### config.mk
export PLATFORM = sky130hd
export DESIGN_NAME = fifo_uart_tx_flat
export DESIGN_NICKNAME = d
export VERILOG_FILES = /design/src/rtl/fifo_uart_tx_if.sv /design/src/rtl/fifo_uart_tx.sv /design/src/flat_wrapper.sv
export SDC_FILE = /design/constraint.sdc
export NUM_CORES = 1
export LEC_CHECK = 0
export ABC_AREA = 1
export BUFFER_PORTS_ARGS = -buffer_cell sky130_fd_sc_hd__buf_2
export CORE_MARGIN = 2
export CORE_UTILIZATION = 54
export CTS_CLUSTER_SIZE = 24
export DETAILED_ROUTE_END_ITERATION = 6
export GPL_TIMING_DRIVEN = 0
export PLACE_DENSITY_LB_ADDON = 0.05
export SYNTH_ARGS = -nofsm -noshare
export SYNTH_HDL_FRONTEND = slang
export SYNTH_SLANG_ARGS = --single-unit
### constraint.sdc
create_clock -name clk -period 1.7 [get_ports clk]
set_input_delay 0.255 -clock clk [delete_from_list [all_inputs] [get_ports clk]]
set_output_delay 0.255 -clock clk [all_outputs]
set_load 0.05 [all_outputs]
### src/rtl/fifo_uart_tx_if.sv
// Bundle between an upstream FIFO and the UART transmitter.
// The master side feeds the FIFO flags and data; the slave side is the transmitter.
interface fifo_uart_tx_if #(
  parameter int width = 8
);
  logic             en;
  logic             empty;
  logic [width-1:0] data_out;
  logic             re;
  logic             tx;
  logic             busy;
  logic             frame_done;

  modport master (
    output en, empty, data_out,
    input  re, tx, busy, frame_done
  );

  modport slave (
    input  en, empty, data_out,
    output re, tx, busy, frame_done
  );
endinterface

### src/rtl/fifo_uart_tx.sv
// Pops one word from an upstream FIFO and sends it as an 8N1-style frame
// (start bit, width data bits LSB first, stop bit), clks_per_bit clocks per bit.
module fifo_uart_tx #(
  parameter int width        = 8,
  parameter int clks_per_bit = 4
) (
  input  logic           clk,
  input  logic           rst,
  fifo_uart_tx_if.slave  bus
);
  localparam int bit_w = $clog2(width + 1);

  typedef enum logic [2:0] {IDLE, POP, LOAD, START, DATA, STOP} state_t;

  state_t             state_q, state_d;
  logic [15:0]        baud_q, baud_d;
  logic [bit_w-1:0]   bit_q, bit_d;
  logic [width-1:0]   shift_q, shift_d;
  logic               re_q, re_d;
  logic               tx_q, tx_d;
  logic               frame_done_q, frame_done_d;
  logic               baud_end;

  assign baud_end = (baud_q == 16'(clks_per_bit - 1));

  always_ff @(posedge clk) begin
    if (!rst) begin
      state_q      <= IDLE;
      baud_q       <= '0;
      bit_q        <= '0;
      shift_q      <= '0;
      re_q         <= 1'b0;
      tx_q         <= 1'b1;
      frame_done_q <= 1'b0;
    end else begin
      state_q      <= state_d;
      baud_q       <= baud_d;
      bit_q        <= bit_d;
      shift_q      <= shift_d;
      re_q         <= re_d;
      tx_q         <= tx_d;
      frame_done_q <= frame_done_d;
    end
  end

  always_comb begin
    state_d = state_q;
    baud_d  = baud_q;
    bit_d   = bit_q;
    shift_d = shift_q;

    unique case (state_q)
      IDLE: begin
        if (bus.en && !bus.empty) state_d = POP;
      end
      POP: begin
        state_d = LOAD;
      end
      LOAD: begin
        shift_d = bus.data_out;
        state_d = START;
      end
      START: begin
        if (baud_end) state_d = DATA;
        else          baud_d  = baud_q + 16'd1;
      end
      DATA: begin
        if (baud_end) begin
          baud_d  = '0;
          shift_d = shift_q >> 1;
          if (bit_q == bit_w'(width - 1)) state_d = STOP;
          else                            bit_d   = bit_q + bit_w'(1);
        end else begin
          baud_d = baud_q + 16'd1;
        end
      end
      STOP: begin
        if (baud_end) state_d = IDLE;
        else          baud_d  = baud_q + 16'd1;
      end
      default: state_d = IDLE;
    endcase

    // Both counters restart from zero whenever a new state is entered.
    if (state_d != state_q) begin
      baud_d = '0;
      bit_d  = '0;
    end

    // Outputs are registered from next-state values so they line up with state_q.
    re_d         = (state_d == POP);
    frame_done_d = (state_d == STOP) && (baud_d == 16'(clks_per_bit - 1));
    unique case (state_d)
      START:   tx_d = 1'b0;
      DATA:    tx_d = shift_d[0];
      default: tx_d = 1'b1;
    endcase
  end

  assign bus.re         = re_q;
  assign bus.tx         = tx_q;
  assign bus.frame_done = frame_done_q;
  assign bus.busy       = (state_q != IDLE);
endmodule

### src/flat_wrapper.sv
// flat-port wrapper written by rule: the top's interface ports become plain ports
module fifo_uart_tx_flat 
#(
  parameter int width        = 8,
  parameter int clks_per_bit = 4
)
  (clk, rst, bus_en, bus_empty, bus_data_out, bus_re, bus_tx, bus_busy, bus_frame_done);
  fifo_uart_tx_if #(.width(width)) bus_i ();
  input  logic clk;
  input  logic rst;
  input wire logic [$bits(bus_i.en)-1:0] bus_en;
  input wire logic [$bits(bus_i.empty)-1:0] bus_empty;
  input wire logic [$bits(bus_i.data_out)-1:0] bus_data_out;
  output wire logic [$bits(bus_i.re)-1:0] bus_re;
  output wire logic [$bits(bus_i.tx)-1:0] bus_tx;
  output wire logic [$bits(bus_i.busy)-1:0] bus_busy;
  output wire logic [$bits(bus_i.frame_done)-1:0] bus_frame_done;
  assign bus_i.en = bus_en;
  assign bus_i.empty = bus_empty;
  assign bus_i.data_out = bus_data_out;
  assign bus_re = bus_i.re;
  assign bus_tx = bus_i.tx;
  assign bus_busy = bus_i.busy;
  assign bus_frame_done = bus_i.frame_done;
  fifo_uart_tx #(.width(width), .clks_per_bit(clks_per_bit)) u_core (.clk(clk), .rst(rst), .bus(bus_i));
endmodule
==> summary.md, run 1 <==
| Metric | Value |
|---|---|
| Status | `complete, but fails checks` |
| Failing checks | `setup timing` |
| Final Skew | `0.00792 ns` |
| Worst setup path endpoint | `u_core.bus.tx` |
| Combinational share of power | `between 15 and 20%` |
| Crit. End Element | `flop` |
| Power per standard cell area | `681 nW/µm²` |
| Switching Share | `between 20% and 30%` |
| Netlist cell types | `35` |
| I/O Pins | `16` |
| Overall routing resource usage | `28.1%` |
| Layout Utilization | `69.6%` |
| Highest clock rate | `roughly 550 MHz` |
| Worst-path cell chain | `ha_4, inv_2, nor2_2, nand2_2, nor2_4, nand2_4, nor2_4, buf_6, inv_2, nand2_2, inv_2, a21oi_2, nand2_1, nand2_1, nand3b_1` |
| RSZ-0062 raised after global routing | `true` |
| Crit-path slowest cell | `dfxtp_4` |
| Critical Path Start Type | `flop` |
| Nets@finish | `~400` |
| Root Buffer | `clkbuf_8` |
| Syn nets | `362` |
| Worst path most repeated cell | `inv_2` |
| Antenna Nets Post-Route | `0` |
| R2R Path Start | `u_core.baud_q[0]` |
| Start point of the critical path | `u_core.baud_q[0]` |
| Pwr Total | `roughly 1.8 mW` |
| Worst R2R End | `u_core.bus.tx` |
| Final-report max-slew violation count | `0` |
| Min-delay worst type | `input pin to flop` |
| Vias in the first global route | `2161` |
| Seq/Total Area, Yosys | `31.7%` |
| Diode count | `0` |
| Num Clock Sinks | `34` |
| Pre-Repair DR Iteration Count | `5` |
| Most frequent cells in the layout | `109 x nand2_1, 48 x nor2_1, 30 x inv_1, 30 x dfxtp_1, 28 x nand3_1` |
| Worst-Skew Late Latency | `0.29 ns` |
| Post-synth EDFFs | `0` |
| Initial core utilization | `57.4%` |
| Gr ovfl total | `0` |
| Final setup fails | `30` |
| Cts hold-fix bufs | `0` |
| Largest family of logic cells by synthesized area | `simple AND/OR/NAND/NOR gates` |
| CTS tree | `done` |
| Design area | `around 2600 µm²` |
| Cell Int Power | `1.26 mW` |
| Pleak | `1.14 nW` |
| Vias per std cell | `5.44` |
| Area Growth Syn to Fin | `21.2%` |
| Crit path time final | `~1.8 ns` |
| Clk network pwr share | `a little over a third` |
| Deepest clock path buffer count | `2` |
| Worst Setup Path Type | `flop to flop` |
| Setup slack after layout | `-0.113 ns` |
| Setup_tns | `-1.14 ns` |
| Synth Area in Simple Gates | `45.6%` |
| DR WL/cell | `13.2 µm` |
| Post-Synthesis Cells | `approximately 350` |
| Share of cells above drive strength 1 | `23.5%` |
| Switching power | `0.515 mW` |
| CTS H-tree depth | `2` |
| Die Width | `67.1 µm` |
| Mapped Area | `2150 µm²` |
| Fin. Hold Viols | `0` |
| Reg2Reg Depth | `15` |
| # DRC | `0` |
| Commonest non-fill, non-tap cell in the layout | `nand2_1` |
| Detailed Route Iter0 Violations | `approximately 230` |
| CP Buf/Inv Count | `4` |
| Peak supply drop | `637 µV` |
| Die ar. | `4500 µm²` |
| Core area | `3740 µm²` |
| Multi-input logic area | `1370 µm²` |
| Clock Pin Slew Worst Setup and Hold Paths | `0.07 ns` |
| Critical Path RT | `1.88 ns` |
| Mux contribution to synthesized area | `0%` |
| CTS buffer count | `5` |
| GP Congestion | `0.951` |
| Die Y | `~67 µm` |
| Post-route insts no fill | `431` |
| Least-Margin Pin Slew | `about 0.45 ns` |
| CP Data Arrival Time | `between 1.5 and 2 ns` |
| Crit-path max cell delay | `roughly 0.36 ns` |
| Inst Count DP | `410` |
| Post-Route WL | `5.69 mm` |
| Period utilization | `107%` |
| Fillers | `332` |
| Syn Area/Cell | `6.19 µm²` |
| Pin count of the biggest net entering global routing | `11` |
| Max-cap violations | `0` |
| Reg power frac | `47.1%` |
| Critical path depth | `15` |
| Synth Area in Compound Gates | `10.5%` |
| Adder-cell share of the synthesized area | `1.75%` |
| FF/Latch Area | `691 µm²` |
| I/O Buffers | `15` |
| Synth Register Bits | `34` |
| Hold slack | `0.227 ns` |
| Antenna violations before repair | `0` |
| FFs w/ async S/R, synth | `0%` |
| Synth Flop Type | `dfxtp_1` |
| Slew headroom | `approximately 70%` |
| FP Rows | `22` |
| Synth Area in XOR/XNOR | `1.22%` |
| Worst Path Max Fanout | `5` |
| Setup WS pre-CTS | `-0.256 ns` |
| First-pass GRT wire length | `9.49 mm` |
| Placed Instance Area | `2310 µm²` |
| Final HPWL DP | `3.96 mm` |
| Crit path max-delay family | `simple AND/OR/NAND/NOR gates` |
| Yosys warns | `0` |
| Via count | `2346` |
| Reg-to-reg slack, setup | `-0.11 ns` |
[tightest hold or removal path: stages]
cell and delay (ns):
buf_2 0.10, nand2_1 0.05, a21oi_1 0.06
[Yosys cell counts (3+ instances only)]
library cell | n | area [µm²]
ha_1 | 3 | 37.5
inv_2 | 6 | 22.5
nand2_1 | 115 | 432
a21oi_1 | 12 | 60.1
a31oi_1 | 5 | 31.3
nor2_1 | 56 | 210
buf_2 | 3 | 15.0
dfxtp_1 | 34 | 681
xor2_1 | 3 | 26.3
inv_1 | 31 | 116
buf_6 | 3 | 33.8
nand3_1 | 32 | 160
o21ai_0 | 13 | 65.1
nand4_1 | 4 | 25.0
[final cells by class]
cell class | count | share of cell area [%]
Inverter | 37 | 5.33
Clock inverter | 1 | 0.192
Buffer | 8 | 2.88
Tap cell | 48 | 2.30
Sequential cell | 34 | 26.5
Timing Repair Buffer | 28 | 7.06
Multi-Input combinational cell | 268 | 52.4
Clock buffer | 7 | 3.31
[worst min-delay path by stage]
stage,end,start,depth (start not counted)
after floorplan,u_core.shift_q[7],bus_data_out[7],2
after detailed placement,u_core.shift_q[7],u_core.shift_q[7],2
final,u_core.shift_q[7],bus_data_out[7],3
after CTS,u_core.shift_q[7],bus_data_out[7],3
after global routing,u_core.shift_q[7],bus_data_out[7],3
after global placement,u_core.shift_q[3],u_core.shift_q[3],2
[power by group through the flow]
stage	clock (mW)	combinational (mW)	sequential (mW)
after floorplan	0	0.166	0.864
after global placement	0	0.239	0.855
after detailed placement	0	0.241	0.854
after CTS	0.633	0.277	0.835
after global routing	0.677	0.338	0.839
final	0.627	0.311	0.837
[kinds of logic (layout without fill, tap and decap cells)]
logic type / after synthesis / after routing
simple gates: 223 / 223
xor+xnor: 3 / 3
buf+inv: 45 / 81
compound gates: 39 / 39
flops: 34 / 34
fa+ha+maj: 3 / 3
[registers in the layout (all words and copies together), names as in the netlist]
name and flops:
u_core.baud_q 16, u_core.shift_q 8, u_core.bit_q 4, u_core.state_q 3, u_core.bus.frame_done 1, u_core.bus.re 1, u_core.bus.tx 1
[per-layer routing]
layer / track usage (%) / part of all wire (%) / up-vias / wire length [µm]
met4: 9.95 / 2.1 / 0 / 122
met3: 5.57 / 5.9 / 12 / 338
li1: - / - / 1176 / -
met5: 0 / 0 / - / 0
met2: 46.8 / 48 / 90 / 2710
met1: 35.6 / 44 / 1068 / 2520
[timing repair]
item	in CTS	in global routing
endpoints found under the setup margin	30	31
gates resized for setup	20	19
pin swaps	8	0
gates cloned	1	1
buffers inserted	11	0
(Power assumes the default switching activity.)
==> run 2, diff against run 1 <==
--- a/config.mk
+++ b/config.mk
@@ -5,10 +5,9 @@
 export SDC_FILE = /design/constraint.sdc
 export NUM_CORES = 1
 export LEC_CHECK = 0
-export ABC_AREA = 1
 export BUFFER_PORTS_ARGS = -buffer_cell sky130_fd_sc_hd__buf_2
 export CORE_MARGIN = 2
-export CORE_UTILIZATION = 54
+export CORE_UTILIZATION = 25
 export CTS_CLUSTER_SIZE = 24
 export DETAILED_ROUTE_END_ITERATION = 6
 export GPL_TIMING_DRIVEN = 0
==> run 2 against run 1 <==
Against the previous run:
- cell area up 6.8%
- sequential share of layout area down 1.6 points
- the run still ends with setup timing left
- via count down 19%
- combinational power up 16%
- critical path type unchanged
- critical endpoint is now u_core.bus.frame_done
- total power up 8.5%
- clock skew down 0.0048 ns
- first-iteration DRC count down 80%
- worst setup slack worse by 0.48 ns
- sequential cell count unchanged
- hold slack worse by 0.010 ns
==> summary.md, run 2 <==
| Metric | Value |
|---|---|
| Clk network pwr share | `37.7%` |
| Switching power | `0.545 mW` |
| Least-Margin Pin Slew | `0.533 ns` |
| Syn nets | `250` |
| Max FFs per register | `16` |
| Syn Area/Cell | `8.12 µm²` |
| Worst Setup Path Type | `flop to flop` |
| Final setup fails | `34` |
| Vias in the first global route | `1925` |
| Leading registers by flop count | `u_core.baud_q: 16 flops, u_core.shift_q: 8 flops, u_core.bit_q: 4 flops` |
| Overall routing resource usage | `14.7%` |
| Nets@finish | `295` |
| Final Skew | `0.00313 ns` |
| FFs w/ async S/R, synth | `0%` |
| Crit. End Element | `flop` |
| CTS H-tree depth | `2` |
| Core area | `7330 µm²` |
| Reg power frac | `between 40% and 50%` |
| Cts hold-fix bufs | `0` |
| Most frequent cells after synthesis | `34 x dfxtp_1, 28 x nor2_1, 17 x nand2_1` |
| Yosys warns | `0` |
| Count leader, synth | `dfxtp_1` |
| Diode count | `0` |
| Setup slack after layout | `-0.589 ns` |
| Pre-Repair DR Iteration Count | `4` |
| Setup_tns | `-13.66 ns` |
| Seq/Total Area, Yosys | `35.6%` |
| Clock Pin Slew Worst Setup and Hold Paths | `0.07 ns` |
| Slew headroom | `64.5%` |
| Area Growth Syn to Fin | `45.8%` |
| Switching Share | `28.3%` |
| Commonest non-fill, non-tap cell in the layout | `dfxtp_1` |
| CTS buffer count | `5` |
| I/O Buffers | `15` |
| Via count | `1896` |
| Combinational share of power | `18.8%` |
| CTS tree | `done` |
| Share of cells above drive strength 1 | `38.4%` |
| Synth Register Bits | `34` |
| Die Y | `91.4 µm` |
| Synth Flop Type | `dfxtp_1` |
| Die ar. | `8350 µm²` |
| Synth top area share | `35.6%` |
| CP Data Arrival Time | `2.48 ns` |
| Period utilization | `135%` |
| Hold slack | `0.216 ns` |
| Mapped Area | `1910 µm²` |
| Final HPWL DP | `about 4.0 mm` |
| Fin. Hold Viols | `0` |
| Failing checks | `setup timing` |
| Antenna Nets Post-Route | `0` |
| Root Buffer | `clkbuf_8` |
| Area contributors post-synth | `dfxtp_1 36%, nor2_1 5.5%, xnor2_1 3.7%` |
| Detailed Route Iter0 Violations | `46` |
| Critical Path Start Type | `flop` |
| Antenna violations before repair | `0` |
| Layout Utilization | `38.0%` |
| Deepest clock path buffer count | `2` |
| Post-Route WL | `~6 mm` |
| Post-synth EDFFs | `0` |
| Pin count of the biggest net entering global routing | `11` |
| Top reg by flops | `u_core.baud_q` |
| Initial core utilization | `26.0%` |
| Cell Int Power | `1.38 mW` |
| Final-report max-slew violation count | `0` |
| Synth area leader | `dfxtp_1` |
| Fillers | `763` |
| Gr ovfl total | `0` |
| First-pass GRT wire length | `roughly 9.7 mm` |
| DR WL/cell | `approximately 16 µm` |
| Pleak | `about 0.96 nW` |
| Netlist cell types | `53` |
| Most frequent cells in the layout | `27 x dfxtp_1, 25 x nor2_1, 17 x buf_2, 17 x buf_4, 15 x nand2_1` |
| Post-Synthesis Cells | `235` |
| Highest clock rate | `437 MHz` |
| Critical Path RT | `1.89 ns` |
| # DRC | `0` |
| Vias per std cell | `4.99` |
| Worst Path Max Fanout | `3` |
| FF/Latch Area | `694 µm²` |
| Min-delay worst type | `input pin to flop` |
| Num Clock Sinks | `34` |
| I/O Pins | `16` |
| Die Width | `between 90 and 100 µm` |
| Multi-input logic area | `1380 µm²` |
| Peak supply drop | `312 µV` |
| GP Congestion | `0.758` |
| Power per standard cell area | `691 nW/µm²` |
| Max-cap violations | `0` |
| Status | `complete, but fails checks` |
| RSZ-0062 raised after global routing | `true` |
| Worst-Skew Late Latency | `about 0.29 ns` |
| FP Rows | `31` |
| Crit path time final | `2.29 ns` |
## run 2: cell count changes after synthesis, moves of 7 or more
| cell | before | now |
|---|---|---|
| nand2_1 | 115 | 17 |
| clkbuf_1 | 1 | 8 |
| nor2_1 | 56 | 28 |
| nor4_1 | 0 | 8 |
| xnor2_1 | 0 | 8 |
| o21ai_0 | 13 | 4 |
| nand3_1 | 32 | 11 |
| inv_1 | 31 | 5 |
## run 2: kinds of logic after synthesis
| group | after synthesis | synth area share, % |
|---|---|---|
| compound gates | 50 | 18.5 |
| xor+xnor | 13 | 5.96 |
| fa+ha+maj | 3 | 1.97 |
| buf+inv | 23 | 6.16 |
| flops | 34 | 35.6 |
| mux | 1 | 0.524 |
| simple gates | 111 | 31.2 |
## run 2: power groups by stage
stage / registers (mW) / logic [mW] / clock network, mW
final: 0.837 / 0.362 / 0.726
after global routing: 0.840 / 0.392 / 0.783
after CTS: 0.835 / 0.327 / 0.751
after detailed placement: 0.850 / 0.262 / 0
after global placement: 0.851 / 0.265 / 0
after floorplan: 0.868 / 0.168 / 0
## run 2: layer usage
layer / up-vias / part of all wire (%) / GRT usage, %
li1: 946 / - / -
met1: 905 / 46 / 18.5
met2: 35 / 49 / 24.2
met3: 10 / 3.5 / 3.49
met4: 0 / 1.9 / 5.43
met5: - / 0 / 0
## run 2: repair_timing
item,4_1_cts,5_1_grt
setup buffers,13,11
setup endpoints to repair,35,35
pin swaps,18,15
hold endpoints to repair,0,0
gates cloned,2,0
gates resized for setup,39,40
## run 2: final timing paths
path,slack [ns],depth (start not counted),endpoint,from
worst max-delay path,-0.59,11,u_core.bus.frame_done,u_core.baud_q[0]
worst min-delay path,0.22,3,u_core.shift_q[7],bus_data_out[7]
worst max register to register,-0.59,11,u_core.bus.frame_done,u_core.baud_q[0]
worst min register to register,0.46,2,u_core.shift_q[5],u_core.shift_q[5]
## run 2: cell type report
class                   count  share of cell area [%]
plain buffers              15                    4.45
clock buffers               8                    3.96
inverters                   6                   0.989
multi-input cells         178                    49.6
flip-flops and latches     34                    24.9
well taps                  99                    4.45
repair buffers             40                    11.6
## run 2: stage by stage
stage	cells	setup slack, ns	instance area (µm²)	total power [mW]
after floorplan	235	-0.345	1980	1.04
after global placement	349	-0.742	2180	1.12
after detailed placement	349	-0.677	2180	1.11
after CTS	371	-0.660	2560	1.91
after global routing	380	-0.666	2780	2.01
final	380	-0.589	2780	1.92
## run 2: critical path, stage by stage, from the launching register on
cell	delay, ns
dfxtp_4	0.37
ha_4	0.14
nor4b_4	0.18
and4_1	0.24
buf_6	0.13
inv_6	0.03
buf_8	0.11
buf_6	0.11
and3_4	0.18
a211oi_4	0.25
o2111ai_2	0.16
nor4_2	0.30
